<file path="src/rtl/mc_ctrl_pkg.sv">
// Shared constants for the multi-cycle MIPS-style control FSM:
// state codes, opcodes, ALU ops, PC/reg-select codes, instr classes.
package mc_ctrl_pkg;

  typedef enum logic [3:0] {
    S_IF      = 4'd0,
    S_ID      = 4'd1,
    S_EXE_MEM = 4'd2,
    S_MEM     = 4'd3,
    S_WB_LD   = 4'd4,
    S_EXE_BR  = 4'd5,
    S_EXE_R   = 4'd6,
    S_WB_R    = 4'd7,
    S_HALT    = 4'd8
  } state_t;

  typedef enum logic [3:0] {
    C_ALU, C_SW, C_LW, C_BEQ, C_BNE,
    C_J, C_JR, C_JAL, C_HALT, C_ILL
  } cls_t;

  localparam logic [5:0] OP_ADD  = 6'b000000;
  localparam logic [5:0] OP_SUB  = 6'b000001;
  localparam logic [5:0] OP_ADDI = 6'b000010;
  localparam logic [5:0] OP_OR   = 6'b010000;
  localparam logic [5:0] OP_AND  = 6'b010001;
  localparam logic [5:0] OP_ORI  = 6'b010010;
  localparam logic [5:0] OP_SLL  = 6'b011000;
  localparam logic [5:0] OP_MOVE = 6'b100000;
  localparam logic [5:0] OP_SLT  = 6'b100111;
  localparam logic [5:0] OP_SW   = 6'b110000;
  localparam logic [5:0] OP_LW   = 6'b110001;
  localparam logic [5:0] OP_BEQ  = 6'b110100;
  localparam logic [5:0] OP_BNE  = 6'b110101;
  localparam logic [5:0] OP_J    = 6'b111000;
  localparam logic [5:0] OP_JR   = 6'b111001;
  localparam logic [5:0] OP_JAL  = 6'b111010;
  localparam logic [5:0] OP_HALT = 6'b111111;

  localparam logic [2:0] ALU_ADD = 3'b000;
  localparam logic [2:0] ALU_SUB = 3'b001;
  localparam logic [2:0] ALU_SLT = 3'b010;
  localparam logic [2:0] ALU_SLL = 3'b100;
  localparam logic [2:0] ALU_OR  = 3'b101;
  localparam logic [2:0] ALU_AND = 3'b110;
  localparam logic [2:0] ALU_CMP = 3'b111;

  localparam logic [1:0] EXT_SHAMT = 2'b00;
  localparam logic [1:0] EXT_ZERO  = 2'b01;
  localparam logic [1:0] EXT_SIGN  = 2'b10;

  localparam logic [1:0] PC_NEXT = 2'b00;
  localparam logic [1:0] PC_BR   = 2'b01;
  localparam logic [1:0] PC_JR   = 2'b10;
  localparam logic [1:0] PC_JMP  = 2'b11;

  localparam logic [1:0] RO_R31 = 2'b00;
  localparam logic [1:0] RO_RT  = 2'b01;
  localparam logic [1:0] RO_RD  = 2'b10;

endpackage

</file>
<file path="src/rtl/mc_op_decode.sv">
// Opcode decoder: opcode -> instruction class plus ALU-path fields.
// Ports: opcode in; cls, aluop, ext_sel, alu_src_b, reg_out out.
module mc_op_decode
  import mc_ctrl_pkg::*;
(
  input  logic [5:0] opcode,
  output cls_t       cls,
  output logic [2:0] aluop,
  output logic [1:0] ext_sel,
  output logic       alu_src_b,
  output logic [1:0] reg_out
);

  always_comb begin
    cls       = C_ILL;
    aluop     = ALU_ADD;
    ext_sel   = EXT_SHAMT;
    alu_src_b = 1'b0;
    reg_out   = RO_RD;
    case (opcode)
      OP_ADD, OP_MOVE: cls = C_ALU;
      OP_SUB: begin
        cls   = C_ALU;
        aluop = ALU_SUB;
      end
      OP_SLT: begin
        cls   = C_ALU;
        aluop = ALU_SLT;
      end
      OP_OR: begin
        cls   = C_ALU;
        aluop = ALU_OR;
      end
      OP_AND: begin
        cls   = C_ALU;
        aluop = ALU_AND;
      end
      OP_ADDI: begin
        cls       = C_ALU;
        alu_src_b = 1'b1;
        ext_sel   = EXT_SIGN;
        reg_out   = RO_RT;
      end
      OP_ORI: begin
        cls       = C_ALU;
        aluop     = ALU_OR;
        alu_src_b = 1'b1;
        ext_sel   = EXT_ZERO;
        reg_out   = RO_RT;
      end
      OP_SLL: begin
        cls       = C_ALU;
        aluop     = ALU_SLL;
        alu_src_b = 1'b1;
      end
      OP_SW:   cls = C_SW;
      OP_LW:   cls = C_LW;
      OP_BEQ:  cls = C_BEQ;
      OP_BNE:  cls = C_BNE;
      OP_J:    cls = C_J;
      OP_JR:   cls = C_JR;
      OP_JAL:  cls = C_JAL;
      OP_HALT: cls = C_HALT;
      default: cls = C_ILL;
    endcase
  end

endmodule

</file>
<file path="src/rtl/mc_ctrl_fsm.sv">
// Multi-cycle CPU control FSM with retired-instruction counter.
// In: clk, RST, opcode, zero, mem_ready. Out: datapath controls, state, halted, illegal, instr_count.
module mc_ctrl_fsm
  import mc_ctrl_pkg::*;
#(
  parameter int ALUOP_W       = 3,
  parameter int CNT_W         = 32,
  parameter int MEM_HANDSHAKE = 1
) (
  input  logic               clk,
  input  logic               RST,
  input  logic [5:0]         opcode,
  input  logic               zero,
  input  logic               mem_ready,
  output logic               PCWre,
  output logic               IRWre,
  output logic               RegWre,
  output logic               ALUSrcB,
  output logic               ALUM2Reg,
  output logic               WrRegData,
  output logic               DataMemEn,
  output logic               DataMemRW,
  output logic [1:0]         ExtSel,
  output logic [ALUOP_W-1:0] ALUOp,
  output logic [1:0]         PCSrc,
  output logic [1:0]         RegOut,
  output logic               halted,
  output logic               illegal,
  output logic [3:0]         state,
  output logic [CNT_W-1:0]   instr_count
);

  state_t     state_q, state_d;
  cls_t       cls;
  logic [2:0] dec_aluop, alu_op;
  logic [1:0] dec_ext, dec_ro;
  logic       dec_sb;
  logic       mem_done, taken;

  mc_op_decode u_dec (
    .opcode    (opcode),
    .cls       (cls),
    .aluop     (dec_aluop),
    .ext_sel   (dec_ext),
    .alu_src_b (dec_sb),
    .reg_out   (dec_ro)
  );

  assign mem_done = (MEM_HANDSHAKE == 0) || mem_ready;
  assign taken    = (cls == C_BEQ && zero) || (cls == C_BNE && !zero);
  assign state    = state_q;
  assign ALUOp    = ALUOP_W'(alu_op);

  always_comb begin
    state_d = S_IF;
    case (state_q)
      S_IF: state_d = S_ID;
      S_ID: begin
        case (cls)
          C_ALU:       state_d = S_EXE_R;
          C_SW, C_LW:  state_d = S_EXE_MEM;
          C_BEQ, C_BNE: state_d = S_EXE_BR;
          C_HALT:      state_d = S_HALT;
          default:     state_d = S_IF;
        endcase
      end
      S_EXE_R:   state_d = S_WB_R;
      S_EXE_MEM: state_d = S_MEM;
      S_MEM: begin
        if (!mem_done)
          state_d = S_MEM;
        else if (cls == C_SW)
          state_d = S_IF;
        else
          state_d = S_WB_LD;
      end
      S_HALT:  state_d = S_HALT;
      default: state_d = S_IF;
    endcase
  end

  // Reset forces every control low at once, even mid-access.
  always_comb begin
    PCWre     = 1'b0;
    IRWre     = 1'b0;
    RegWre    = 1'b0;
    ALUSrcB   = 1'b0;
    ALUM2Reg  = 1'b0;
    WrRegData = 1'b0;
    DataMemEn = 1'b0;
    DataMemRW = 1'b0;
    ExtSel    = EXT_SHAMT;
    alu_op    = ALU_ADD;
    PCSrc     = PC_NEXT;
    RegOut    = RO_R31;
    halted    = 1'b0;
    illegal   = 1'b0;
    if (!RST) begin
      case (state_q)
        S_IF: IRWre = 1'b1;
        S_ID: begin
          case (cls)
            C_J: begin
              PCWre = 1'b1;
              PCSrc = PC_JMP;
            end
            C_JR: begin
              PCWre = 1'b1;
              PCSrc = PC_JR;
            end
            C_JAL: begin
              PCWre  = 1'b1;
              PCSrc  = PC_JMP;
              RegWre = 1'b1;
              RegOut = RO_R31;
            end
            C_ILL: begin
              illegal = 1'b1;
              PCWre   = 1'b1;
            end
            default: ;
          endcase
        end
        S_EXE_R, S_WB_R: begin
          alu_op  = dec_aluop;
          ALUSrcB = dec_sb;
          ExtSel  = dec_ext;
          if (state_q == S_WB_R) begin
            RegWre    = 1'b1;
            WrRegData = 1'b1;
            RegOut    = dec_ro;
            PCWre     = 1'b1;
          end
        end
        S_EXE_MEM, S_MEM, S_WB_LD: begin
          ALUSrcB = 1'b1;
          ExtSel  = EXT_SIGN;
          if (state_q == S_MEM) begin
            DataMemEn = 1'b1;
            DataMemRW = (cls == C_SW);
            PCWre     = mem_done && (cls == C_SW);
          end
          if (state_q == S_WB_LD) begin
            RegWre    = 1'b1;
            ALUM2Reg  = 1'b1;
            WrRegData = 1'b1;
            RegOut    = RO_RT;
            PCWre     = 1'b1;
          end
        end
        S_EXE_BR: begin
          alu_op = ALU_CMP;
          ExtSel = EXT_SIGN;
          PCWre  = 1'b1;
          PCSrc  = taken ? PC_BR : PC_NEXT;
        end
        S_HALT:  halted = 1'b1;
        default: ;
      endcase
    end
  end

  always_ff @(posedge clk) begin
    if (RST) begin
      state_q     <= S_IF;
      instr_count <= '0;
    end else begin
      state_q <= state_d;
      if (PCWre && !illegal)
        instr_count <= instr_count + CNT_W'(1);
    end
  end

endmodule

</file>
<file path="config.mk">
export PLATFORM = sky130hd
export DESIGN_NAME = mc_ctrl_fsm
export DESIGN_NICKNAME = d
export VERILOG_FILES = /design/src/rtl/mc_ctrl_pkg.sv /design/src/rtl/mc_op_decode.sv /design/src/rtl/mc_ctrl_fsm.sv
export SDC_FILE = /design/constraint.sdc
export NUM_CORES = 1
export LEC_CHECK = 0
export CAP_MARGIN = 15
export CORE_ASPECT_RATIO = 0.9
export CORE_MARGIN = 2
export CORE_UTILIZATION = 57
export DETAILED_ROUTE_END_ITERATION = 16
export DONT_BUFFER_PORTS = 1
export GPL_TIMING_DRIVEN = 1
export PLACE_DENSITY_LB_ADDON = 0.1
export SLEW_MARGIN = 20
export SYNTH_ARGS = -nofsm -noshare
export SYNTH_HDL_FRONTEND = slang
export SYNTH_HIERARCHICAL = 1
export SYNTH_SLANG_ARGS = --single-unit
</file>
<file path="constraint.sdc">
create_clock -name clk -period 3.7 [get_ports clk]
set_clock_uncertainty 0.05 [all_clocks]
set_input_delay 0.555 -clock clk [delete_from_list [all_inputs] [get_ports clk]]
set_output_delay 0.555 -clock clk [all_outputs]
set_load 0.05 [all_outputs]
</file>
== Word level (Yosys, flattened, before mapping) ==
Cells that the tools add are included.

* Register bits after elaboration: 36
* Output and inout bits: 55

* Add/subtract/negate cells: 1
* Equal/unequal tests: 33
* Muxes and demuxes: 50
* Reductions and logical operators: 21

{| class="wikitable"
|+ Operators by type and width
! kind !! count
|-
| $eq 6x6->1 const B || 10
|-
| $pmux 4 s9 || 1
|-
| $add 32x1->32 const B || 1
|-
| $eq 4x3->1 const B || 8
|-
| $mux 1 || 28
|-
| $eq 6x5->1 const B || 4
|-
| $pmux 4 s6 || 1
|-
| $pmux 2 s2 || 5
|-
| $eq 4x2->1 const B || 4
|-
| $pmux 4 s4 || 1
|-
| $pmux 3 s5 || 1
|-
| $eq 4x4->1 const B || 3
|-
| $reduce_or 2->1 || 6
|-
| $mux 2 || 5
|-
| $mux 3 || 3
|-
| $reduce_or 9->1 || 1
|-
| $eq 4x1->1 const B || 2
|-
| $logic_not 4->1 || 2
|-
| $reduce_or 4->1 || 2
|-
| $eq 6x1->1 const B || 1
|-
| $eq 6x2->1 const B || 1
|-
| $logic_not 6->1 || 1
|-
| $pmux 3 s2 || 1
|-
| $reduce_or 3->1 || 2
|-
| other kinds (6) || 11
|}

== Depth between registers and ports, before layout ==
Gate-level depths: netlist of run 1.

* Depth in word-level cells: 10
* Mapped depth: 12
* Gate-level depth less buffers: 8

== By module ==
The synthesis of run 1 kept the hierarchy.

{| class="wikitable"
|+ Modules (own cells, without submodules)
! module !! instances !! cells an instance !! area an instance (um^2) !! seq. area each (um^2)
|-
| mc_ctrl_fsm || 1 || 283 || 2,147.1 || 720.7
|-
| mc_op_decode || 1 || 60 || 434.2 || 0.0
|}

== Least setup slack after synthesis of run 1 ==
OpenSTA, ideal clock, no wires.

* Path kind: input to output
* Start point: input port opcode[0]
* End point: output port DataMemRW
* Data arrival time: 3.357 ns
* Path slack: -0.262 ns
* Cell stages on the path: 6
* Path buffers: 2
* Path through: buf_6 buf_2 and3_1 a221oi_2 or4b_1 nor4_1

* Longest elaborated chain between the ends: 7
* Elaborated cells between the ends (all ways): 23

{| class="wikitable"
|+ RTL lines
! item !! line !! text
|-
| start, declared || mc_ctrl_fsm.sv:12 || <nowiki>input logic [5:0] opcode,</nowiki>
|-
| $eq 6x6->1 (tied with other cells) || mc_op_decode.sv:20 || <nowiki>case (opcode)</nowiki>
|-
| $reduce_or 9->1 (no line) || - ||
|-
| $pmux 4 s9 (*) || mc_op_decode.sv:20 ||
|-
| named net cls[0] || mc_ctrl_fsm.sv:34 || <nowiki>cls_t cls;</nowiki>
|-
| $eq 4x1->1 (*) || mc_ctrl_fsm.sv:140 || <nowiki>DataMemRW = (cls == C_SW);</nowiki>
|-
| $mux 1 (*) || mc_ctrl_fsm.sv:138 || <nowiki>if (state_q == S_MEM) begin</nowiki>
|-
| $mux 1 (*) || mc_ctrl_fsm.sv:99 || <nowiki>case (state_q)</nowiki>
|-
| $mux 1 (*) || mc_ctrl_fsm.sv:98 || <nowiki>if (!RST) begin</nowiki>
|-
| end, declared || mc_ctrl_fsm.sv:22 || <nowiki>output logic DataMemRW,</nowiki>
|}

Mark *: on every way through the listed nets, which the timed path passes. The rest lies on a longest branch.

== Final worst setup path of run 1 ==
* Start point: input port opcode[0]
* End point: output port PCWre

* Longest elaborated chain between the ends: 9
* Elaborated cells between the ends (all ways): 31

{| class="wikitable"
|+ RTL lines
! item !! line !! text
|-
| $eq 6x6->1 (tied with other cells) || mc_op_decode.sv:20 ||
|-
| $reduce_or 9->1 (no line) || - ||
|-
| $pmux 4 s9 (*) || mc_op_decode.sv:20 ||
|-
| named net cls[3] || mc_ctrl_fsm.sv:34 ||
|-
| $eq 4x1->1 || mc_ctrl_fsm.sv:141 || <nowiki>PCWre = mem_done && (cls == C_SW);</nowiki>
|-
| $logic_and 1x1->1 || mc_ctrl_fsm.sv:141 ||
|-
| $mux 1 || mc_ctrl_fsm.sv:138 ||
|-
| $mux 1 || mc_ctrl_fsm.sv:143 || <nowiki>if (state_q == S_WB_LD) begin</nowiki>
|-
| $pmux 1 s4 (*) || mc_ctrl_fsm.sv:99 ||
|-
| $mux 1 (*) || mc_ctrl_fsm.sv:98 ||
|-
| end, declared || mc_ctrl_fsm.sv:15 || <nowiki>output logic PCWre,</nowiki>
|}

Marks and branches as above.

==> out/results.ini, run 1 <==
[timing]
finalHoldViolations=0
fmax_mhz=302
finalCritPeriodShare=0.894
slew_headroom=0.412
finalSetupTns_ns=0
rsz0062_at_grt=false
setup_viol=0
maxSlewViolCount=0
tightest_slew_ns=0.879
layout_min_cycle_time_ns=3.31

[cells_and_area]
diodes=0
fillers=399
stdcell_area_um2=2850
num-nets-final=360
area_delta_synth_final_pct=10.6
layout-drive-gt1-share=0.154
multi_input_area_um2=1700
seqCellArea_um2=721

[global_route]
grtUsageTotal=0.234
antenna_found_initial=0
overflow=0
grt_pass1_vias=2042
grt_max_degree=59
grt_pass1_wl_mm=9.45

[logic_synthesis]
ys.flop_type=dfxtp_1
yosysUniqueCellTypes=60
seq_area_frac_synth=0.279
async_reset_ff_frac=0
synth_top_family_by_area=simple AND/OR/NAND/NOR gates
yosys.area.top_type=dfxtp_1
synth_area_leaders=dfxtp_1, a21oi_1, o31ai_1
synthAdderAreaFrac=0.0131
synth_area_um2=2580
synth-edff-count=0
synth.top_cell.area_share=0.279
synth_xor_area_frac=0.00339
synth_fp_nets=354
ys_warn_count=6
syn_inst=343
synth.area.mux_share=0.0165
ys_ff_latch=36
synth_area_per_cell_um2=7.53
synth-simple-area-share=0.385
synth-compound-area-share=0.230

[place]
dp_hpwl_mm=4.16
port-buffer-count=0
gp_congestion=0.819
place_area_um2=2750

[outcome]
outcome=finished clean

[clock_tree]
h-tree-depth=2
clk_pin_slew_worst_paths_ns=0.07
cts_max_path_buffers=2
cts_tree=done
cts_setup_buffers=0
insertion_delay_ns=0.28
cts_hold_buf=0
root_buffer=clkbuf_8
cts_made_buffers=5
clock-sinks=36
cts_resized=0

[critical_path]
cp_max_fo=18
cp-start-kind=input port
end_kind=output pin
arrival_ns=2.70
worstPathRequired_ns=3.09
crit_type=in2out

[power_and_ir_drop]
power.density_nw_per_um2=308
leakage_nw=0.888
ir_drop_uv=217
power_w=0.000878

[routing]
totalWireLength_mm=6.06
wl_per_cell_um=14.7
drc=0
drtIter0Drc=194
ant_nets=0
dr.pass1.iters=5
via_count=2588
via_per_inst=6.28

[floorplanning]
io_pins=65
core-area_um2=4400
initial_utilization=0.586
die_x_um=74.9
rows=23
dieHeight_um=67.8
die-area_um2=5080

[min_path]
hp-class=in2reg

[run]
drv_cap=0

==> worst paths after layout <==
path                  startpoint              end  slack (ns)  depth (start not counted)
hold reg to reg   instr_count[1]   instr_count[1]        0.67                          3
setup / recovery       opcode[0]            PCWre        0.39                          8
setup reg to reg        state[1]   instr_count[5]        0.92                          6
hold / removal               RST  instr_count[23]        0.29                          1
==> layer usage <==
metal,wire [um],GRT usage,vias to the layer above
met3,437,0.0604,4
li1,-,-,1323
met4,28,0.0580,0
met2,2600,0.334,84
met5,0,0,-
met1,2990,0.347,1177
==> synth_stat cells, drive strengths merged (3+ instances only) <==
| library cell | number |
|---|---|
| a21oi | 42 |
| dfxtp | 36 |
| nand2 | 27 |
| nand3 | 20 |
| nor2 | 20 |
| o31ai | 19 |
| or4 | 19 |
| clkbuf | 15 |
| buf | 14 |
| nor3 | 14 |
| o21ai | 12 |
| nand2b | 11 |
| nand4 | 11 |
| or3 | 11 |
| inv | 7 |
| nor4 | 6 |
| and3 | 5 |
| nor2b | 5 |
| o41ai | 4 |
| or4b | 4 |
| and2 | 3 |
| nand4b | 3 |
| nor4b | 3 |
| or2 | 3 |
==> worst max-delay path: stages <==
cell and delay, ns:
maj3_1 0.34, nor3_1 0.15, a311oi_1 0.10, or4b_1 0.60, o32a_1 0.38, and2_1 0.20
a21oi_2 0.16, buf_4 0.21
==> sequential cells by signal, indices dropped and copies added (netlist names) <==
register,cells
instr_count,32
state,4
==> cells by family (layout without fill, tap and decap cells) <==
logic type      after synthesis  count (layout)
mux                           4               4
compound gates               93              93
simple gates                170             170
flops                        36              36
fa+ha+maj                     3               3
buf+inv                      36              43
xor+xnor                      1               1
==> power breakdown <==
part           leakage [nW]  switching [W]  internal [W]  total [W]
registers             0.290     0.00000602      0.000391   0.000397
logic                 0.543      0.0000926     0.0000507   0.000143
clock network        0.0552       0.000138      0.000200   0.000338
==> final cells by class <==
type,count,share of cell area
well taps,62,0.0272
clock inverters,2,0.0123
repair buffers,28,0.0780
clock buffers,6,0.0254
multi-input cells,271,0.595
flip-flops and latches,36,0.253
inverters,7,0.00921
==> cells in the final DEF, fill, tap and decap left out, types with 2 or more instances in the layout <==
cell,netlist,final
nor4b_2,2,2
a21oi_1,42,41
mux2i_1,2,2
inv_2,2,2
nand2_1,27,27
or4_1,19,19
nor4_2,1,4
and2_1,3,3
inv_1,5,5
or4b_1,3,3
nor2_2,1,2
and3_1,5,5
nor4_1,5,2
nor2_1,19,18
nor3_1,14,14
clkbuf_8,0,5
or2_1,2,2
nand3_1,20,20
nand3b_1,2,2
dfxtp_1,36,36
o21ai_0,12,12
buf_4,1,27
nand2b_1,10,10
nand4b_1,3,3
nor2b_1,5,5
o31ai_1,19,19
or3_1,11,11
nand4_1,11,11
o41ai_1,4,4
==> stage by stage <==
stage / instances / setup slack [ns] / utilization / hold slack, ns
floorplan: 343 / 0.0981 / - / 0.654
global placement: 404 / 0.305 / 0.624 / 0.580
detailed placement: 404 / 0.256 / 0.624 / 0.581
CTS: 412 / 0.404 / 0.648 / 0.268
global route: 412 / 0.242 / 0.648 / 0.262
finish: 412 / 0.391 / 0.648 / 0.286
(Power assumes the default switching activity.)
==> inputs of run 2 (changes only) <==
--- a/config.mk
+++ b/config.mk
@@ -9,6 +9,7 @@
 export CORE_ASPECT_RATIO = 0.9
 export CORE_MARGIN = 2
 export CORE_UTILIZATION = 57
+export CTS_CLUSTER_DIAMETER = 200
 export DETAILED_ROUTE_END_ITERATION = 16
 export DONT_BUFFER_PORTS = 1
 export GPL_TIMING_DRIVEN = 1
==> constraint.sdc (replaced) <==
create_clock -name clk -period 3.46 [get_ports clk]
set_clock_uncertainty 0.05 [all_clocks]
set_input_delay 0.519 -clock clk [delete_from_list [all_inputs] [get_ports clk]]
set_output_delay 0.519 -clock clk [all_outputs]
set_load 0.05 [all_outputs]
==> run 2 against run 1 <==
Worst hold slack got worse by 0.030 ns. Clock power fell by 19%. Die area did not move. Utilization rose by 0.57 points. First-iteration DRC count rose by 15%. Sequential share of layout area fell by 0.22 points. Combinational power rose by 15%. Sequential power rose by 6.3%. Largest power group unchanged. Largest cell class unchanged.
==> out/results.ini, run 2 (synthesis results as in run 1) <==
[cells_and_area]
layout-drive-gt1-share=0.161
fillers=401
largest_reg_flops=32
area_delta_synth_final_pct=11.5
mostFrequentLayoutCell=a21oi_1
diodes=0
largest_register=instr_count
num-nets-final=364
layout_common_cells=a21oi_1, dfxtp_1, buf_4, nand2_1, nand3_1
utilization=0.654

[clock_tree]
clock-sinks=36
h-tree-depth=2
clk_pin_slew_worst_paths_ns=0.06
insertion_delay_ns=0.28
cts_hold_buf=0
root_buffer=clkbuf_8
cts_tree=done
cts_resized=0
cts_setup_buffers=0
cts_max_path_buffers=2
cts_made_buffers=5

[timing]
setup_viol=0
layout_min_cycle_time_ns=3.26
maxSlewViolCount=0
rsz0062_at_grt=false
finalCritPeriodShare=0.943
slew_headroom=0.559
fmax_mhz=306
finalSetupTns_ns=0
layout_setup_ws_ns=0.196
finalHoldViolations=0
whs_ns=0.256
tightest_slew_ns=0.661

[critical_path]
critPathMaxStageDelay_ns=0.62
crit_buf_inv=2
crit_type=in2out
cp_max_fo=14
arrival_ns=2.69
end_kind=output pin
path_delay_family=simple AND/OR/NAND/NOR gates
cp-start-kind=input port
critical-path-slowest-cell=or4b_2
worstPathRequired_ns=2.89
path_cells=or2b_1 -> o211ai_1 -> a311oi_1 -> buf_4 -> or4b_2 -> or3_1 -> a21oi_2 -> buf_12

[floorplanning]
io_pins=65
die-area_um2=5080
core-area_um2=4400
dieHeight_um=67.8
rows=23
die_x_um=74.9
initial_utilization=0.586

[routing]
drtIter0Drc=224
via_per_inst=6.56
wl_per_cell_um=15.5
totalWireLength_mm=6.42
via_count=2722
drc=0
dr.pass1.iters=5
ant_nets=0

[place]
port-buffer-count=0
dp_hpwl_mm=4.52
pre_cts_slack_ns=0.0958
gp_congestion=0.832

[power_and_ir_drop]
power.density_nw_per_um2=299
ir_drop_uv=185
power_w=0.000862
leakage_nw=0.901

[global_route]
overflow=0
grtUsageTotal=0.258
grt_pass1_vias=2296
grt_pass1_wl_mm=10.5
antenna_found_initial=0
grt_max_degree=59

[min_path]
hp-class=in2reg

[run]
drv_cap=0

[outcome]
outcome=finished clean

[run 2: metrics by stage]
| step | std cells | cell area [um2] |
|---|---|---|
| global route | 415 | 2880 |
| CTS | 415 | 2880 |
| finish | 415 | 2880 |
| global placement | 408 | 2800 |
| detailed placement | 408 | 2800 |
| floorplan | 343 | 2590 |
[run 2: final cells by class]
cell class / instances / area, um2 / share of cell area
clock buffers: 6 / 72.6 / 0.0252
clock inverters: 1 / 5.00 / 0.00174
inverters: 7 / 26.3 / 0.00913
multi-input cells: 271 / 1700 / 0.590
flip-flops and latches: 36 / 721 / 0.250
well taps: 62 / 77.6 / 0.0269
repair buffers: 32 / 278 / 0.0965
[run 2: path summary, 6_finish.rpt]
path,end,slack (ns),cells past startpoint,from
worst max-delay path,PCWre,0.20,8,opcode[5]
worst min-delay path,instr_count[25],0.26,1,RST
worst max register to register,instr_count[17],0.78,6,state[2]
worst min register to register,state[2],0.62,4,state[1]
[run 2: routing by layer]
layer	global-route usage	vias to the layer above	part of all wire
li1	-	1325	-
met5	0	-	0
met4	0.0625	0	0.010
met3	0.0604	9	0.079
met1	0.363	1285	0.46
met2	0.400	103	0.46
[run 2: power by group]
group	switching, W	total [W]	internal (W)
Clock	0.000138	0.000275	0.000137
Sequential	0.00000351	0.000422	0.000418
Combinational	0.000104	0.000165	0.0000611
Total	0.000246	0.000862	0.000616
